<file path="src/rtl/nand_tb_pkg.sv">
// Shared types and constants for the NAND gate stimulus/check block.
package nand_tb_pkg;

   localparam int ERR_W   = 4;
   localparam int VEC_W   = 2;
   localparam logic [ERR_W-1:0] ERR_MAX = 4'd15;

   typedef enum logic [1:0] {
      S_IDLE  = 2'd0,
      S_APPLY = 2'd1,
      S_CHECK = 2'd2,
      S_DONE  = 2'd3
   } state_e;

   // Gray-ordered {a,b} vectors, entry i at bits [2*i+1:2*i]: 00, 01, 11, 10.
   // Only one gate input toggles between consecutive entries.
   localparam logic [7:0] GRAY_TABLE = {2'b10, 2'b11, 2'b01, 2'b00};

   function automatic logic [1:0] gray_vec(input logic [VEC_W-1:0] idx);
      return GRAY_TABLE[2*idx +: 2];
   endfunction

endpackage

</file>
<file path="src/rtl/nand_stim_check_sync2.sv">
// Two-flop synchronizer with a parameterised reset value.
module sync2 #(
   parameter logic RST_VAL = 1'b1
) (
   input  logic clk,
   input  logic rst_n,
   input  logic d,
   output logic q
);

   logic meta;

   // Two back-to-back flops to resolve metastability on the asynchronous input.
   always_ff @(posedge clk or negedge rst_n) begin
      if (!rst_n) begin
         meta <= RST_VAL;
         q    <= RST_VAL;
      end else begin
         meta <= d;
         q    <= meta;
      end
   end

endmodule

</file>
<file path="src/rtl/nand_stim_check.sv">
// Drives a NAND gate through Gray-ordered input vectors, checks its output
// after each hold period and reports mismatch count and pass/fail.
//
// Handshake: start is a one-cycle request honoured only in IDLE; abort
// cancels in any state and wins over start; done is a single-cycle pulse
// issued after the last vector's check, with pass/err_count valid from then
// until the next accepted start.
module nand_stim_check
   import nand_tb_pkg::*;
#(
   parameter int HALF_PERIOD = 20,
   parameter int NUM_LOOPS   = 2
) (
   input  logic             clk,
   input  logic             rst_n,
   input  logic             start,
   input  logic             abort,
   input  logic             out1,
   output logic             clk1,
   output logic             clk2,
   output logic             busy,
   output logic             done,
   output logic             pass,
   output logic [ERR_W-1:0] err_count,
   output logic [VEC_W-1:0] vec_idx,
   output logic [1:0]       dbg_state
);

   // APPLY lasts HALF_PERIOD-1 cycles: the timer runs 0..HALF_PERIOD-2.
   localparam logic [7:0] HOLD_LAST = 8'(HALF_PERIOD - 2);
   localparam logic [3:0] LOOP_LAST = 4'(NUM_LOOPS - 1);

   state_e     state;
   logic [7:0] timer;
   logic [3:0] loop_cnt;
   logic       out1_sync;

   sync2 #(.RST_VAL(1'b1)) u_sync (
      .clk   (clk),
      .rst_n (rst_n),
      .d     (out1),
      .q     (out1_sync)
   );

   assign dbg_state = state;

   // Sequencer: applies vectors, checks the synchronized gate output, counts errors.
   always_ff @(posedge clk or negedge rst_n) begin
      if (!rst_n) begin
         state     <= S_IDLE;
         clk1      <= 1'b0;
         clk2      <= 1'b0;
         busy      <= 1'b0;
         done      <= 1'b0;
         pass      <= 1'b0;
         err_count <= '0;
         vec_idx   <= '0;
         loop_cnt  <= '0;
         timer     <= '0;
      end else if (abort) begin
         state <= S_IDLE;
         clk1  <= 1'b0;
         clk2  <= 1'b0;
         busy  <= 1'b0;
         done  <= 1'b0;
         pass  <= 1'b0;
      end else begin
         done <= 1'b0;
         case (state)
            S_IDLE: begin
               if (start) begin
                  err_count    <= '0;
                  pass         <= 1'b0;
                  vec_idx      <= '0;
                  loop_cnt     <= '0;
                  timer        <= '0;
                  {clk1, clk2} <= gray_vec(2'd0);
                  busy         <= 1'b1;
                  state        <= S_APPLY;
               end
            end
            S_APPLY: begin
               if (timer == HOLD_LAST) begin
                  state <= S_CHECK;
               end else begin
                  timer <= timer + 8'd1;
               end
            end
            S_CHECK: begin
               if ((out1_sync != ~(clk1 & clk2)) && (err_count != ERR_MAX)) begin
                  err_count <= err_count + 4'd1;
               end
               timer <= '0;
               if (vec_idx == 2'd3) begin
                  loop_cnt <= loop_cnt + 4'd1;
                  if (loop_cnt == LOOP_LAST) begin
                     clk1  <= 1'b0;
                     clk2  <= 1'b0;
                     busy  <= 1'b0;
                     state <= S_DONE;
                  end else begin
                     vec_idx      <= '0;
                     {clk1, clk2} <= gray_vec(2'd0);
                     state        <= S_APPLY;
                  end
               end else begin
                  vec_idx      <= vec_idx + 2'd1;
                  {clk1, clk2} <= gray_vec(vec_idx + 2'd1);
                  state        <= S_APPLY;
               end
            end
            S_DONE: begin
               done  <= 1'b1;
               pass  <= (err_count == '0);
               state <= S_IDLE;
            end
            default: state <= S_IDLE;
         endcase
      end
   end

endmodule

</file>
<file path="config.mk">
export PLATFORM = sky130hd
export DESIGN_NAME = nand_stim_check
export DESIGN_NICKNAME = d
export VERILOG_FILES = /design/src/rtl/nand_tb_pkg.sv /design/src/rtl/nand_stim_check_sync2.sv /design/src/rtl/nand_stim_check.sv
export SDC_FILE = /design/constraint.sdc
export NUM_CORES = 1
export LEC_CHECK = 0
export ABC_AREA = 1
export CAP_MARGIN = 40
export CORE_MARGIN = 2
export CORE_UTILIZATION = 54
export CTS_CLUSTER_DIAMETER = 200
export DETAILED_ROUTE_END_ITERATION = 16
export PLACE_DENSITY = 0.78
export SYNTH_ARGS = -nofsm -noshare
export SYNTH_HDL_FRONTEND = slang
export SYNTH_SLANG_ARGS = --single-unit
</file>
<file path="constraint.sdc">
create_clock -name clk -period 1.76 [get_ports clk]
set_clock_uncertainty 0.15 [all_clocks]
set_input_delay 0.528 -clock clk [delete_from_list [all_inputs] [get_ports clk]]
set_output_delay 0.528 -clock clk [all_outputs]
set_load 0.02 [all_outputs]
</file>
== Word level (Yosys, flattened, before mapping) ==
Index checks and enable logic that the tools add are counted.
Word-level totals
  register bits: 27
  output and inout port bits: 13
  logic and storage cells: 86
Cells by class
  add/sub/neg operators: 4
  eq/ne operators: 17
  shifts and indexed selects: 1
  muxes and demuxes: 34
  bitwise operators: 3
  reduce and logical (&&, ||, !) cells: 15
Operators by type and width (count)
  8-bit one-hot mux with 3 select lines: 1
  4-bit AND reduction: 5
  2-bit 2-to-1 mux: 8
  8-bit 2-to-1 mux: 2
  4-bit one-hot mux with 2 select lines: 2
  3-bit inequality test, second input constant: 5
  1-bit 2-to-1 mux: 12
  4-bit 2-to-1 mux: 3
  3-bit nonzero test: 3
  4-bit by 1-bit adder with 4-bit output, second input constant: 2
  8-bit by 1-bit adder with 8-bit output, second input constant: 1
  8-bit by 5-bit == test with 1-bit output, second input constant: 1
  2-bit inequality test, second input constant: 4
  1-bit one-hot mux with 2 select lines: 4
  2-bit one-hot mux with 4 select lines: 1
  8-bit by 4-bit variable part select with 2-bit output, first input constant: 1
  2-bit == test, second input constant: 3
  2-bit AND reduction: 3
  4-bit by 1-bit == test with 1-bit output, second input constant: 1
  4-bit zero test: 1
  4-bit inequality test, second input constant: 1
  2-bit one-hot mux with 2 select lines: 1
  2-bit by 1-bit adder with 2-bit output, second input constant: 1
  2-bit by 1-bit == test with 1-bit output, second input constant: 1
  other kinds (6): 7

== Depth between registers and ports, before layout ==
  depth after elaboration: 6
  mapped depth: 9
  gate-level depth less buffers: 9

== Hierarchy ==
A second synthesis with hierarchy kept.
Unflattened totals
  cell total of the unflattened synthesis: 191
  area total of the unflattened synthesis: 1471.4 um2
Modules (own cells, without submodules)
  nand_stim_check: times used 1, cells an instance 189, area each 1418.9 um2
  sync2: times used 1, cells an instance 2, area each 52.6 um2

== Worst setup path after synthesis ==
Ideal clock, no wire load.
  path type: input -> register
  from: input abort
  to: register err_count[3]
  arrival time: 1.308 ns
  path slack: 0.236 ns
  stages on the path: 7
  cells stage by stage: inv_1 > nand2_1 > nor2_1 > nand3_1 > nand2_1 > nand3_1 > nand2_1
On the way
  cells in the longest elaborated chain, start to end: 2
Ends and longest elaborated chain
  start, declared: line nand_stim_check.sv:17  | input logic abort,
  1-bit inverter (no line)
  4-bit AND reduction (no line)
  end signal, assigned: line nand_stim_check.sv:91  | err_count <= err_count + 4'd1;
  end, declared: line nand_stim_check.sv:24  | output logic [ERR_W-1:0] err_count,
Every way passes these cells.
A chain may end at the register's enable or synchronous reset.

== Worst setup path after layout ==
  from: register state[1], in the netlist dbg_state[1]
  to: output dbg_state[1]
RTL lines
  start, declared: line nand_stim_check.sv:33  | state_e state;
  start signal, assigned: line nand_stim_check.sv:50  | state <= S_IDLE;
  start signal, assigned: line nand_stim_check.sv:61  | state <= S_IDLE;
  start signal, assigned: line nand_stim_check.sv:79  | state <= S_APPLY;
  end, declared: line nand_stim_check.sv:26  | output logic [1:0] dbg_state
No word-level cell between the ends.

==> flow_metrics.tcl <==
set metrics [dict create \
    timing.setup.critical_path_class "register to output port" \
    worstHoldEndpoint "u_sync.q" \
    power.share.combinational 0.126 \
    initial_utilization 0.577 \
    post_drt_wl_per_cell_um 12.1 \
    r2r_cells 9 \
    slew_violations 0 \
    worstSkewPairLatency_ns 0.32 \
    die_y_um 55.9 \
    path_clk_slew_ns 0.15 \
    die_width_um 55.9 \
    core.rowCount 18 \
    area_growth_syn_to_layout_pct 23.6 \
    routed-via-count 1278 \
    ioPinCount 18 \
    antenna_cells_inserted 0 \
    synth_area_per_cell_um2 7.91 \
    r2r_slack_ns 0.12 \
    cts_inserted_buffers 3 \
    worst-slew-pin-transition_ns 0.378 \
    power.switching_mw 0.287 \
    setup_ws_ns 0.0258 \
    power.ir.vdd_worst_mv 0.448 \
    cp.arrival_ns 1.06 \
    cts.root.buffer_cell "clkbuf_4" \
    yosysWarningCount 0 \
    hold_class "register to register" \
    htree_num_levels 1 \
    postRouteAntennaNets 0 \
    wire_length_of_the_first_global_routing_pass_um 5290 \
    buffers_and_inverters_on_the_worst_path 1 \
    fin_nets 231 \
    drive_gt1_frac 0.142 \
    postSynthCellCount 184 \
    cpPeakStageDelay_ns 0.41 \
    post-dp-hpwl_um 2320 \
    power_share_of_the_sequential_group 0.620 \
    drv_cap 0 \
    critical_path.max_fanout 2 \
    gr-total-overflow 0 \
    drt_iter0_markers 24 \
    timing.rr.end "timer[3]" \
    min_delay_path_depth 0 \
    global_route.usage.total 0.210 \
    slowest_stage "dfrtp_1" \
    grt_antenna_before_repair 0 \
    timing.critical_path.required_ns 1.08 \
    outcome "finished, final reports clean" \
    ys_ff_latch 27 \
    timing.fmax_ghz 0.577 \
    post_synth_num_cell_types 23 \
    power.clock.fraction 0.254 \
    detailedRoute.firstPassIterationCount 4 \
    die_area_um2 3130 \
    start_kind "register" \
    power.static_leakage_nw 0.864 \
    tritoncts "yes" \
    coreArea_um2 2520 \
    rr_startpoint "timer[0]" \
    internal_power_mw 0.782 \
    powerDensity_nw_per_um2 594 \
    report.final.hold_viol_count 0 \
    grt_start_max_net_pins 28 \
    hp-start "u_sync.meta" \
    critPathCaptureType "output port" \
    critPathTopFamily "flip-flops" \
    post_synthesis_instance_area_um2 1460 \
    gp_congestion 0.778 \
    vias_per_cell 5.15 \
    cp_cell_sequence "dlygate4sd2_1" \
    port_buffer_count 17 \
    finish.instance_area_um2 1800 \
    synth_sequential_area_ratio 0.466 \
    post_layout_total_power_mw 1.07 \
    post_dp_cell_area_um2 1770 \
    hold-worst-slack_ns 0.221 \
    setup_viol 0 \
    net_count_after_synthesis 196 \
    finalCritPeriodShare 0.985 \
    relSlewSlack 0.745 \
    routed_wirelength_um 3000 \
    first_global_vias 1224 \
    final_period_minus_worst_setup_slack_ns 1.73 \
    clockBufferDepth 2 \
    drc_errors 0 \
    rsz0062_at_grt "yes" \
    dpl_worst_slack_ns -0.310 \
    cts_sinks 27 \
    swShare 0.269 \
]
cell usage after synthesis:
master | n | area [µm²]
ha_1 | 7 | 87.6
inv_2 | 1 | 3.75
dfrtp_1 | 25 | 626
nand4_1 | 1 | 6.26
o211ai_1 | 1 | 7.51
nand3_1 | 21 | 105
o22ai_1 | 2 | 12.5
o21bai_1 | 1 | 7.51
xnor2_1 | 3 | 26.3
nor2_4 | 2 | 22.5
nand2_1 | 51 | 191
nor3_1 | 1 | 5.00
o21ai_0 | 14 | 70.1
xor2_1 | 1 | 8.76
dfstp_2 | 2 | 52.6
nand2_2 | 2 | 12.5
buf_6 | 1 | 11.3
inv_1 | 22 | 82.6
or2_2 | 1 | 6.26
or2_0 | 1 | 6.26
o31ai_1 | 2 | 15.0
a21oi_1 | 5 | 25.0
nor2_1 | 17 | 63.8
layer usage:
metal  up-vias  part of all wire  global-route usage
li1        659                 -                   -
met1       590              0.49               0.285
met2        25              0.47               0.362
met3         4             0.034              0.0233
met4         0            0.0073              0.0510
met5         -                 0                   0
how the worst max path moves through the flow:
stage | start | end | slack (ns) | depth (start not counted)
4_1_cts | vec_idx[1] | vec_idx[1] | 0.009 | 1
2_1_floorplan | abort | err_count[3] | 0.24 | 7
3_3_place_gp | abort | err_count[3] | -0.25 | 8
6_report | dbg_state[1] | dbg_state[1] | 0.03 | 1
5_1_grt | timer[0] | timer[3] | -0.04 | 9
3_5_place_dp | abort | err_count[3] | -0.31 | 8
logic make-up after synthesis:
kind of cell | Yosys count | share of synthesized area
AO/OA/AOI/OAI | 25 | 0.0946
XOR/XNOR | 4 | 0.0241
adder cells (fa/ha/maj) | 7 | 0.0602
buffers and inverters | 24 | 0.0671
flip-flops | 27 | 0.466
AND/OR/NAND/NOR | 97 | 0.288
per-stage QoR:
stage	TNS (ns)	util	cells
after global routing	-0.0527	0.713	248
after CTS	0	0.707	248
after global placement	-3.83	0.701	244
after floorplan	0	-	184
after detailed placement	-4.76	0.701	244
final	0	0.713	248
registers in the layout (all words and copies together), names as in the netlist:
name / cells
busy: 1
clk1: 1
clk2: 1
dbg_state: 2
done: 1
err_count: 4
loop_cnt: 4
pass: 1
timer: 8
u_sync.meta: 1
u_sync.q: 1
vec_idx: 2
timing repair:
item,in CTS,in global routing
setup buffers,0,0
cloned,0,0
hold buffers,0,0
resized for setup,15,13
endpoints found under the setup margin,13,25
cell usage in the layout, fill, tap and decap left out, types with 4 or more instances in the layout:
cell             instances
nand2_1                 51
dfrtp_1                 25
inv_1                   22
nand3_1                 20
nor2_1                  16
o21ai_0                 13
buf_4                   13
ha_1                     7
clkdlybuf4s15_1          6
a21oi_1                  5
dlygate4sd2_1            5
clkdlybuf4s50_1          4
power by group through the flow:
stage / logic [mW] / registers, mW / clock network, mW
3_5_place_dp: 0.133 / 0.674 / 0
3_3_place_gp: 0.130 / 0.672 / 0
5_1_grt: 0.155 / 0.667 / 0.294
4_1_cts: 0.132 / 0.662 / 0.271
2_1_floorplan: 0.0668 / 0.676 / 0
6_report: 0.134 / 0.663 / 0.272
final cells by class:
type | instances | area, µm²
clock buffers | 3 | 22.5
clock inverters | 1 | 5.00
fillers | 187 | 724
inverters | 23 | 86.3
multi-input cells | 133 | 697
flip-flops and latches | 27 | 678
well taps | 30 | 37.5
repair buffers | 31 | 272
Note: power is estimated with default switching activity, not from simulation.
